`config.mk`:
```
export PLATFORM = sky130hd
export DESIGN_NAME = reg_file_sb_flat
export DESIGN_NICKNAME = d
export VERILOG_FILES = /design/src/rtl/reg_file_sb_pkg.sv /design/src/rtl/reg_file_sb_if.sv /design/src/rtl/reg_file_sb_sb_counter.sv /design/src/rtl/reg_file_sb.sv /design/src/flat_wrapper.sv
export SDC_FILE = /design/constraint.sdc
export NUM_CORES = 2
export LEC_CHECK = 0
export ABC_CLOCK_PERIOD_IN_PS = 9600
export BUFFER_PORTS_ARGS = -buffer_cell sky130_fd_sc_hd__buf_2
export CAP_MARGIN = 25
export CORE_ASPECT_RATIO = 0.75
export CORE_MARGIN = 2
export CORE_UTILIZATION = 60
export DETAILED_ROUTE_END_ITERATION = 6
export PLACE_DENSITY = 0.87
export SYNTH_ARGS = -nofsm -noshare
export SYNTH_HDL_FRONTEND = slang
export SYNTH_SLANG_ARGS = --single-unit
```
`constraint.sdc`:
```
create_clock -name clk -period 9.6 [get_ports clk]
set_clock_uncertainty 0.1 [all_clocks]
set_input_delay 1.44 -clock clk [delete_from_list [all_inputs] [get_ports clk]]
set_output_delay 1.44 -clock clk [all_outputs]
set_load 0.02 [all_outputs]
```
`src/rtl/reg_file_sb_pkg.sv`:
```
// reg_file_sb_pkg
// Shared CPU constants used by decode, write-back and the register file.
//   DATA_W   : register data width
//   ADDR_W   : register number width (2^ADDR_W architectural registers)
//   REG_ZERO : hard-wired zero register number
package reg_file_sb_pkg;
    localparam int DATA_W = 32;
    localparam int ADDR_W = 5;
    localparam int unsigned REG_ZERO = 0;
endpackage

```
`src/rtl/reg_file_sb_if.sv`:
```
// reg_file_sb_if
// Decode-stage bundle between the read-select / issue logic (master) and the
// register file with its pending-write scoreboard (slave).
//   r1, r2, r1_used, r2_used       : operand selects and "really read" flags
//   r1_dout, r2_dout               : operand data back to the ID/EX latch
//   issue_valid, issue_wr, issue_dst : instruction leaving ID and its destination
//   we, wb_num, wb_din             : write-back port
//   stall, sb_err                  : hold ID / sticky scoreboard error
interface reg_file_sb_if
    import reg_file_sb_pkg::*;
    ();
    logic [ADDR_W-1:0] r1;
    logic [ADDR_W-1:0] r2;
    logic              r1_used;
    logic              r2_used;
    logic [DATA_W-1:0] r1_dout;
    logic [DATA_W-1:0] r2_dout;
    logic              issue_valid;
    logic              issue_wr;
    logic [ADDR_W-1:0] issue_dst;
    logic              we;
    logic [ADDR_W-1:0] wb_num;
    logic [DATA_W-1:0] wb_din;
    logic              stall;
    logic              sb_err;

    modport master (
        output r1, r2, r1_used, r2_used, issue_valid, issue_wr, issue_dst,
               we, wb_num, wb_din,
        input  r1_dout, r2_dout, stall, sb_err
    );

    modport slave (
        input  r1, r2, r1_used, r2_used, issue_valid, issue_wr, issue_dst,
               we, wb_num, wb_din,
        output r1_dout, r2_dout, stall, sb_err
    );
endinterface

```
`src/rtl/reg_file_sb_sb_counter.sv`:
```
// sb_counter
// Saturating up/down pending-write counter for one register.
//   clk, rst_n : clock, asynchronous active-low reset
//   inc, dec   : count an issued write / retire a write-back
//   cnt        : current pending count
//   max        : count is at its saturation value
module sb_counter
    import reg_file_sb_pkg::*;
#(
    parameter int CNT_W = 2
) (
    input  logic             clk,
    input  logic             rst_n,
    input  logic             inc,
    input  logic             dec,
    output logic [CNT_W-1:0] cnt,
    output logic             max
);
    logic [CNT_W-1:0] cnt_q;
    logic [CNT_W-1:0] cnt_d;

    // Simultaneous inc and dec cancel; both ends clamp.
    always_comb begin
        cnt_d = cnt_q;
        if (inc && !dec && cnt_q != '1) begin
            cnt_d = cnt_q + 1'b1;
        end else if (dec && !inc && cnt_q != '0) begin
            cnt_d = cnt_q - 1'b1;
        end
    end

    always_ff @(posedge clk or negedge rst_n) begin
        if (!rst_n) begin
            cnt_q <= '0;
        end else begin
            cnt_q <= cnt_d;
        end
    end

    assign cnt = cnt_q;
    assign max = (cnt_q == '1);
endmodule

```
`src/rtl/reg_file_sb.sv`:
```
// reg_file_sb
// Decode-stage register file with same-cycle write-back bypass and a
// per-register pending-write scoreboard that raises stall on unresolved
// operands or a saturated destination counter.
//   clk   : system clock, rising edge
//   rst_n : asynchronous active-low reset (clears storage, counters, sb_err)
//   bus   : reg_file_sb_if.slave (operand reads, issue, write-back, stall, sb_err)
// Parameter CNT_W: pending counter width per register.
module reg_file_sb
    import reg_file_sb_pkg::*;
#(
    parameter int CNT_W = 2
) (
    input  logic         clk,
    input  logic         rst_n,
    reg_file_sb_if.slave bus
);
    localparam int NREG = 1 << ADDR_W;
    localparam logic [ADDR_W-1:0] ZERO = ADDR_W'(REG_ZERO);

    logic [DATA_W-1:0] regs_q [NREG];
    logic [DATA_W-1:0] regs_d [NREG];
    logic              sb_err_q;
    logic              sb_err_d;

    logic [CNT_W-1:0]  pend [NREG];
    logic [NREG-1:0]   pend_max;
    logic [NREG-1:0]   inc_sel;
    logic [NREG-1:0]   dec_sel;

    logic              wb_live;
    logic              inc;
    logic              dec;
    logic              stall;
    logic              r1_unres;
    logic              r2_unres;
    logic [CNT_W-1:0]  pend_wb;
    logic [CNT_W-1:0]  pend_r1;
    logic [CNT_W-1:0]  pend_r2;

    assign wb_live = bus.we && (bus.wb_num != ZERO);
    assign pend_wb = pend[bus.wb_num];
    assign pend_r1 = pend[bus.r1];
    assign pend_r2 = pend[bus.r2];

    assign dec = wb_live && (pend_wb != '0);
    assign inc = bus.issue_valid && !stall && bus.issue_wr && (bus.issue_dst != ZERO);

    // A last outstanding write retiring this cycle is resolved: the bypass
    // hands over its data. Register 0 never has a pending count.
    assign r1_unres = (pend_r1 != '0) &&
                      !(dec && (bus.wb_num == bus.r1) && (pend_r1 == CNT_W'(1)));
    assign r2_unres = (pend_r2 != '0) &&
                      !(dec && (bus.wb_num == bus.r2) && (pend_r2 == CNT_W'(1)));

    // Uses pre-increment counts, so an instruction never stalls on itself.
    assign stall = (bus.r1_used && r1_unres) ||
                   (bus.r2_used && r2_unres) ||
                   (bus.issue_wr && pend_max[bus.issue_dst]);

    for (genvar i = 0; i < NREG; i++) begin : g_pend
        assign inc_sel[i] = inc && (bus.issue_dst == ADDR_W'(i));
        assign dec_sel[i] = dec && (bus.wb_num == ADDR_W'(i));

        sb_counter #(.CNT_W(CNT_W)) u_cnt (
            .clk   (clk),
            .rst_n (rst_n),
            .inc   (inc_sel[i]),
            .dec   (dec_sel[i]),
            .cnt   (pend[i]),
            .max   (pend_max[i])
        );
    end

    always_comb begin
        bus.r1_dout = regs_q[bus.r1];
        if (bus.we && (bus.r1 != ZERO) && (bus.wb_num == bus.r1)) begin
            bus.r1_dout = bus.wb_din;
        end
        bus.r2_dout = regs_q[bus.r2];
        if (bus.we && (bus.r2 != ZERO) && (bus.wb_num == bus.r2)) begin
            bus.r2_dout = bus.wb_din;
        end
    end

    // A stray write-back still updates storage; it only flags the error.
    always_comb begin
        regs_d = regs_q;
        if (wb_live) begin
            regs_d[bus.wb_num] = bus.wb_din;
        end
        sb_err_d = sb_err_q || (wb_live && (pend_wb == '0));
    end

    always_ff @(posedge clk or negedge rst_n) begin
        if (!rst_n) begin
            for (int i = 0; i < NREG; i++) begin
                regs_q[i] <= '0;
            end
            sb_err_q <= 1'b0;
        end else begin
            regs_q   <= regs_d;
            sb_err_q <= sb_err_d;
        end
    end

    assign bus.stall  = stall;
    assign bus.sb_err = sb_err_q;
endmodule

```
`src/flat_wrapper.sv`:
```
// flat-port wrapper written by rule: the top's interface ports become plain ports
module reg_file_sb_flat import reg_file_sb_pkg::*;
#(
    parameter int CNT_W = 2
)
  (clk, rst_n, bus_r1, bus_r2, bus_r1_used, bus_r2_used, bus_issue_valid, bus_issue_wr, bus_issue_dst, bus_we, bus_wb_num, bus_wb_din, bus_r1_dout, bus_r2_dout, bus_stall, bus_sb_err);
  reg_file_sb_if bus_i ();
  input  logic clk;
  input  logic rst_n;
  input wire logic [$bits(bus_i.r1)-1:0] bus_r1;
  input wire logic [$bits(bus_i.r2)-1:0] bus_r2;
  input wire logic [$bits(bus_i.r1_used)-1:0] bus_r1_used;
  input wire logic [$bits(bus_i.r2_used)-1:0] bus_r2_used;
  input wire logic [$bits(bus_i.issue_valid)-1:0] bus_issue_valid;
  input wire logic [$bits(bus_i.issue_wr)-1:0] bus_issue_wr;
  input wire logic [$bits(bus_i.issue_dst)-1:0] bus_issue_dst;
  input wire logic [$bits(bus_i.we)-1:0] bus_we;
  input wire logic [$bits(bus_i.wb_num)-1:0] bus_wb_num;
  input wire logic [$bits(bus_i.wb_din)-1:0] bus_wb_din;
  output wire logic [$bits(bus_i.r1_dout)-1:0] bus_r1_dout;
  output wire logic [$bits(bus_i.r2_dout)-1:0] bus_r2_dout;
  output wire logic [$bits(bus_i.stall)-1:0] bus_stall;
  output wire logic [$bits(bus_i.sb_err)-1:0] bus_sb_err;
  assign bus_i.r1 = bus_r1;
  assign bus_i.r2 = bus_r2;
  assign bus_i.r1_used = bus_r1_used;
  assign bus_i.r2_used = bus_r2_used;
  assign bus_i.issue_valid = bus_issue_valid;
  assign bus_i.issue_wr = bus_issue_wr;
  assign bus_i.issue_dst = bus_issue_dst;
  assign bus_i.we = bus_we;
  assign bus_i.wb_num = bus_wb_num;
  assign bus_i.wb_din = bus_wb_din;
  assign bus_r1_dout = bus_i.r1_dout;
  assign bus_r2_dout = bus_i.r2_dout;
  assign bus_stall = bus_i.stall;
  assign bus_sb_err = bus_i.sb_err;
  reg_file_sb #(.CNT_W(CNT_W)) u_core (.clk(clk), .rst_n(rst_n), .bus(bus_i));
endmodule
```
# Word-level counts from Yosys, hierarchy flattened
# Index checks and enable logic that the tools add are counted.
[classes] add_sub_neg=64 n_reduce_logical=356 n_bitwise=3 mux=86 order_cmp=5 eq_ne=130
[op_table] op="$bwmux 1024" count=1
[op_table] op="$bmux 32 s5" count=2
[op_table] op="$mux 32" count=7
[op_table] op="$logic_and 1x1->1" count=212
[op_table] op="$demux 32 s5" count=1
[op_table] op="$eq 5x5->1 const B" count=32
[op_table] op="$mux 2" count=70
[op_table] op="$reduce_bool 2->1" count=67
[op_table] op="$eq 5x4->1 const B" count=16
[op_table] op="$logic_not 1->1" count=67
[op_table] op="$add 2x1->2 const B" count=32
[op_table] op="$eq 2x2->1 const B" count=32
[op_table] op="$ne 2x2->1 const B" count=32
[op_table] op="$sub 2x1->2 const B" count=32
[op_table] op="$eq 5x3->1 const B" count=8
[op_table] op="$bmux 2 s5" count=3
[op_table] op="$eq 5x2->1 const B" count=4
[op_table] op="$reduce_bool 5->1" count=4
[op_table] op="$ge 6x6->1 const B" count=3
[op_table] op="$not 5->6" count=3
[op_table] op="$eq 5x1->1 const B" count=2
[op_table] op="$eq 5x5->1" count=2
[op_table] op="$logic_not 5->1" count=2
[op_table] op="$lt 5x6->1 const B" count=1
[op_table] op="other kinds (6)" count=9
[word_totals] register_bits=1089 out_inout_bits=66 in_bits=59 wordCells=709

# Logic depth before layout (Yosys ltp)
[logic_depth] depth_word=23 depth_mapped=12 ltp_nobuf=8

# Hierarchy
# From an unflattened synthesis, not the netlist that was laid out.
[unflattened] cells_unflattened=4100 hier_area_um2=60763.3
[by_module_without_submodules] module="reg_file_sb" seq_area_each_um2=25649.6 instances=1 area_per_inst_um2=57199.9 cells_per_inst=3684
[by_module_without_submodules] module="sb_counter" seq_area_each_um2=50.0 instances=32 area_per_inst_um2=111.4 cells_per_inst=13

# Least setup slack after synthesis
# No wires, ideal clock.
[synth_path] path_kind="input to output" startpoint="input port bus_r2[0]" endpoint="output port bus_r2_dout[23]" n_path_buf=4 stages=8 arrival_time_ns=3.644 setup_slack_ns=4.416 path_cell_list="buf_6 buf_6 buf_2 buf_2 mux4_2 mux4_2 mux2i_1 o21ai_0"
[synth_between] elab_chain_cells=5 elab_cells_between_ends=9 cone_classes="eq/ne (1); mux (4); bitwise (1); reduce/logical (3)"
[synth_rtl] item="from (decl)" line_no="flat_wrapper.sv:11" text="input wire logic [$bits(bus_i.r2)-1:0] bus_r2;"
[synth_rtl] item="$not 5->6 (not written as such)" line_no="reg_file_sb.sv:80" text="bus.r2_dout = regs_q[bus.r2];"
[synth_rtl] item="$bmux 32 s5" line_no="reg_file_sb.sv:80"
[synth_rtl] item="$mux 32 (not written as such) (2 in series)" line_no="reg_file_sb.sv:80"
[synth_rtl] item="$mux 32 *" line_no="reg_file_sb.sv:81" text="if (bus.we && (bus.r2 != ZERO) && (bus.wb_num == bus.r2)) begin"
[synth_rtl] item="to (decl)" line_no="flat_wrapper.sv:21" text="output wire logic [$bits(bus_i.r2_dout)-1:0] bus_r2_dout;"
# Mark *: on every way between the ends. The rest lies on a longest branch, timed or not. The select of a mux whose other input is x is not followed.

# Worst setup path in the final report
[layout_path] startpoint="input port bus_r2[1]" endpoint="output port bus_r2_dout[12]"
# Same word-level chain as after synthesis.

==> impl_metrics.tcl <==
set metrics [dict create \
    status "finished with violations" \
    violations "design-rule violations" \
    worstPathBufferInverterCount 3 \
    p_int_uw 9730 \
    power_density_nw_per_um2 213 \
    required_ps 8060 \
    fmax_mhz 158 \
    start_kind "input port" \
    max-cap-violations 0 \
    critPathKind "in -> out" \
    placed_area_sq_um 61500 \
    num_vias 42700 \
    seqPwrFrac 0.454 \
    async_reset_ff_frac 1.00 \
    hpwl_um 101000 \
    finalHoldViolCount 0 \
    synthToLayoutAreaGrowth_pct 7.93 \
    numCtsBuffers 101 \
    cp-end-kind "primary output" \
    hold_class "reg -> reg" \
    path_clk_slew_ps 60 \
    worst_pin_slew_ps 1170 \
    nFillCells 6545 \
    setup_viol_count_final 0 \
    io_pins 125 \
    die_y_um 279 \
    grt_max_degree 172 \
    critPathTopFamily "buffers and inverters" \
    yosys_warnings 0 \
    p_switching_uw 4150 \
    slew_violations 0 \
    period_minus_slack_ps 6320 \
    wl_um 184000 \
    chipWidth_um 370 \
    cts_htree_levels 3 \
    synth.avg_cell_area_sq_um 13.4 \
    switching_share 0.299 \
    cts_resized 0 \
    rows 100 \
    yosysUniqueCellTypes 65 \
    multiInputGateArea_sq_um 31200 \
    yosysSeqAreaShare 0.452 \
    fin_area_sq_um 65100 \
    syn_inst 4489 \
    ant_nets 0 \
    grt_use_total 0.363 \
    mostFrequentLayoutCells "dfrtp_1, nand2_1, mux2_2, mux4_2, buf_2" \
    dieArea_sq_um 103000 \
    gp_routability_congestion 0.989 \
    rsz0062_at_grt "no" \
    combPwrFrac 0.234 \
    clkPwrFrac 0.312 \
    cts_tree "yes" \
    slowest_stage "buf_4" \
    cp.arrival_ps 4780 \
    grt_pass1_wl_um 277000 \
    clkSinkCount 1089 \
    drc 2 \
    min_period_over_period 0.659 \
    wire_per_inst_um 32.1 \
    drt_iter0_markers 6362 \
    core_sq_um 99500 \
    mostFrequentLayoutCell "dfrtp_1" \
    synth_seq_cells 1089 \
    grt_pass1_vias 44100 \
    critPathMaxStageDelay_ps 940 \
    setup_tns_ps 0 \
    crit_path_cell_trace "buf_8, buf_4, mux4_2, mux4_2, mux2i_1, o21ai_0, buf_2" \
    synth-edff-count 0 \
    cp_common_cell "mux4_2" \
    grt_overflow 0 \
    fin_total_pwr_uw 13900 \
    clockBufferDepth 3 \
    ys.flop_type "dfrtp_1" \
    synth_nets 4549 \
    regArea_sq_um 27300 \
    final_util 0.655 \
    io_buffers 124 \
    cts_root_buf "clkbuf_16" \
    slew_headroom 0.222 \
    firstDrtPassIters 7 \
    peakVddDrop_mv 0.177 \
    viasPerCell 7.45 \
    drive_gt1_frac 0.419 \
    initial_core_util 0.606 \
    cts_hold_buf 0 \
    clk_latency_ps 740 \
    crit_path_max_fanout 79 \
    cts_setup_buffers 0 \
    antenna_found_initial 10 \
    synth.cell_area_sq_um 60300 \
    fin_nets 4381 \
    p_leak_uw 0.0285 \
]
==> registers in the layout, indices dropped and copies added (netlist names) <==
name                     count
u_core.regs_q             1024
u_core.g_pend.u_cnt.cnt     64
u_core.bus.sb_err            1
==> layer usage <==
layer / track usage / routed length [um] / up-vias
met1: 0.474 / 62800 / 21800
li1: - / - / 16400
met3: 0.127 / 26000 / 950
met4: 0.203 / 12100 / 10
met5: 0.00141 / 111 / -
met2: 0.534 / 83000 / 3533
==> stage by stage <==
stage               hold slack (ps)  std cells  setup slack (ps)
floorplan                       341       4489              4420
global placement                277       5542              3490
detailed placement              283       5542              3440
CTS                             297       5723              3410
global route                    307       5725              3270
finish                          294       5729              3280
==> layout make-up <==
class	instances	share of cell area
diodes	4	0.000154
clock buffers	134	0.0448
well taps	1326	0.0255
clock inverters	47	0.00909
multi-input cells	2916	0.479
repair buffers	201	0.0220
inverters	12	0.000769
flip-flops and latches	1089	0.419
==> worst paths after layout <==
kind / startpoint / end / slack, ps / cells past startpoint
setup / recovery: bus_r2[1] / bus_r2_dout[12] / 3280 / 7
hold / removal: u_core.regs_q[993] / u_core.regs_q[993] / 290 / 0
setup reg to reg: u_core.g_pend[25].u_cnt.cnt[1] / u_core.g_pend[29].u_cnt.cnt[1] / 6390 / 8
hold reg to reg: u_core.regs_q[993] / u_core.regs_q[993] / 290 / 0
max in group asynchronous: rst_n / u_core.regs_q[316] / 6580 / 3
min in group asynchronous: rst_n / u_core.g_pend[27].u_cnt.cnt[1] / 580 / 1
==> cells in the mapped netlist, types with 2 or more instances <==
library cell | number | area share
and4b_1 | 3 | 0.00050
nand4b_1 | 2 | 0.00029
a21oi_1 | 8 | 0.00066
dfrtp_1 | 1089 | 0.45
a2bb2oi_1 | 3 | 0.00044
or2_2 | 8 | 0.00083
a31oi_1 | 2 | 0.00021
nor2b_1 | 9 | 0.00093
nor4b_1 | 3 | 0.00044
buf_1 | 25 | 0.0016
o211ai_1 | 9 | 0.0011
o41ai_1 | 4 | 0.00058
xnor2_1 | 46 | 0.0067
nand2b_1 | 11 | 0.0011
nand2_1 | 906 | 0.056
o31a_1 | 3 | 0.00044
o21a_1 | 18 | 0.0022
clkbuf_1 | 317 | 0.020
nand3b_1 | 4 | 0.00050
o2111ai_1 | 24 | 0.0035
and3_1 | 3 | 0.00031
mux4_2 | 675 | 0.25
and2_1 | 4 | 0.00041
or2_1 | 11 | 0.0011
nor2_1 | 58 | 0.0036
nand3_1 | 58 | 0.0048
nor3_1 | 60 | 0.0050
nor4bb_1 | 3 | 0.00050
mux2_2 | 739 | 0.14
o311ai_1 | 6 | 0.00087
xor2_1 | 6 | 0.00087
o21ai_0 | 85 | 0.0071
buf_2 | 109 | 0.0090
a311o_1 | 3 | 0.00050
a32oi_1 | 6 | 0.00087
o31ai_1 | 10 | 0.0012
a211oi_1 | 2 | 0.00025
nor4_1 | 7 | 0.00073
buf_4 | 10 | 0.0012
mux2i_1 | 82 | 0.014
inv_1 | 11 | 0.00068
or3_1 | 3 | 0.00031
buf_6 | 11 | 0.0021
nand4_1 | 12 | 0.0012
==> logic make-up (layout without fill, tap and decap cells) <==
kind of cell / count (synthesis) / after routing / synth area share
compound gates: 198 / 198 / 0.0226
xor+xnor: 52 / 52 / 0.00755
fa+ha+maj: 1 / 1 / 0.000207
buf+inv: 484 / 394 / 0.0344
flops: 1089 / 1089 / 0.452
mux: 1497 / 1497 / 0.404
other cells: 0 / 4 / 0
simple gates: 1168 / 1168 / 0.0796
==> power groups by stage <==
stage	Sequential, uW	Combinational [uW]	Clock, uW
2_1_floorplan	5990	2490	0
3_5_place_dp	6290	3180	0
4_1_cts	6230	3220	4330
3_3_place_gp	6180	3040	0
5_1_grt	6370	3440	4520
6_report	6300	3250	4330
(Power assumes the default switching activity.)
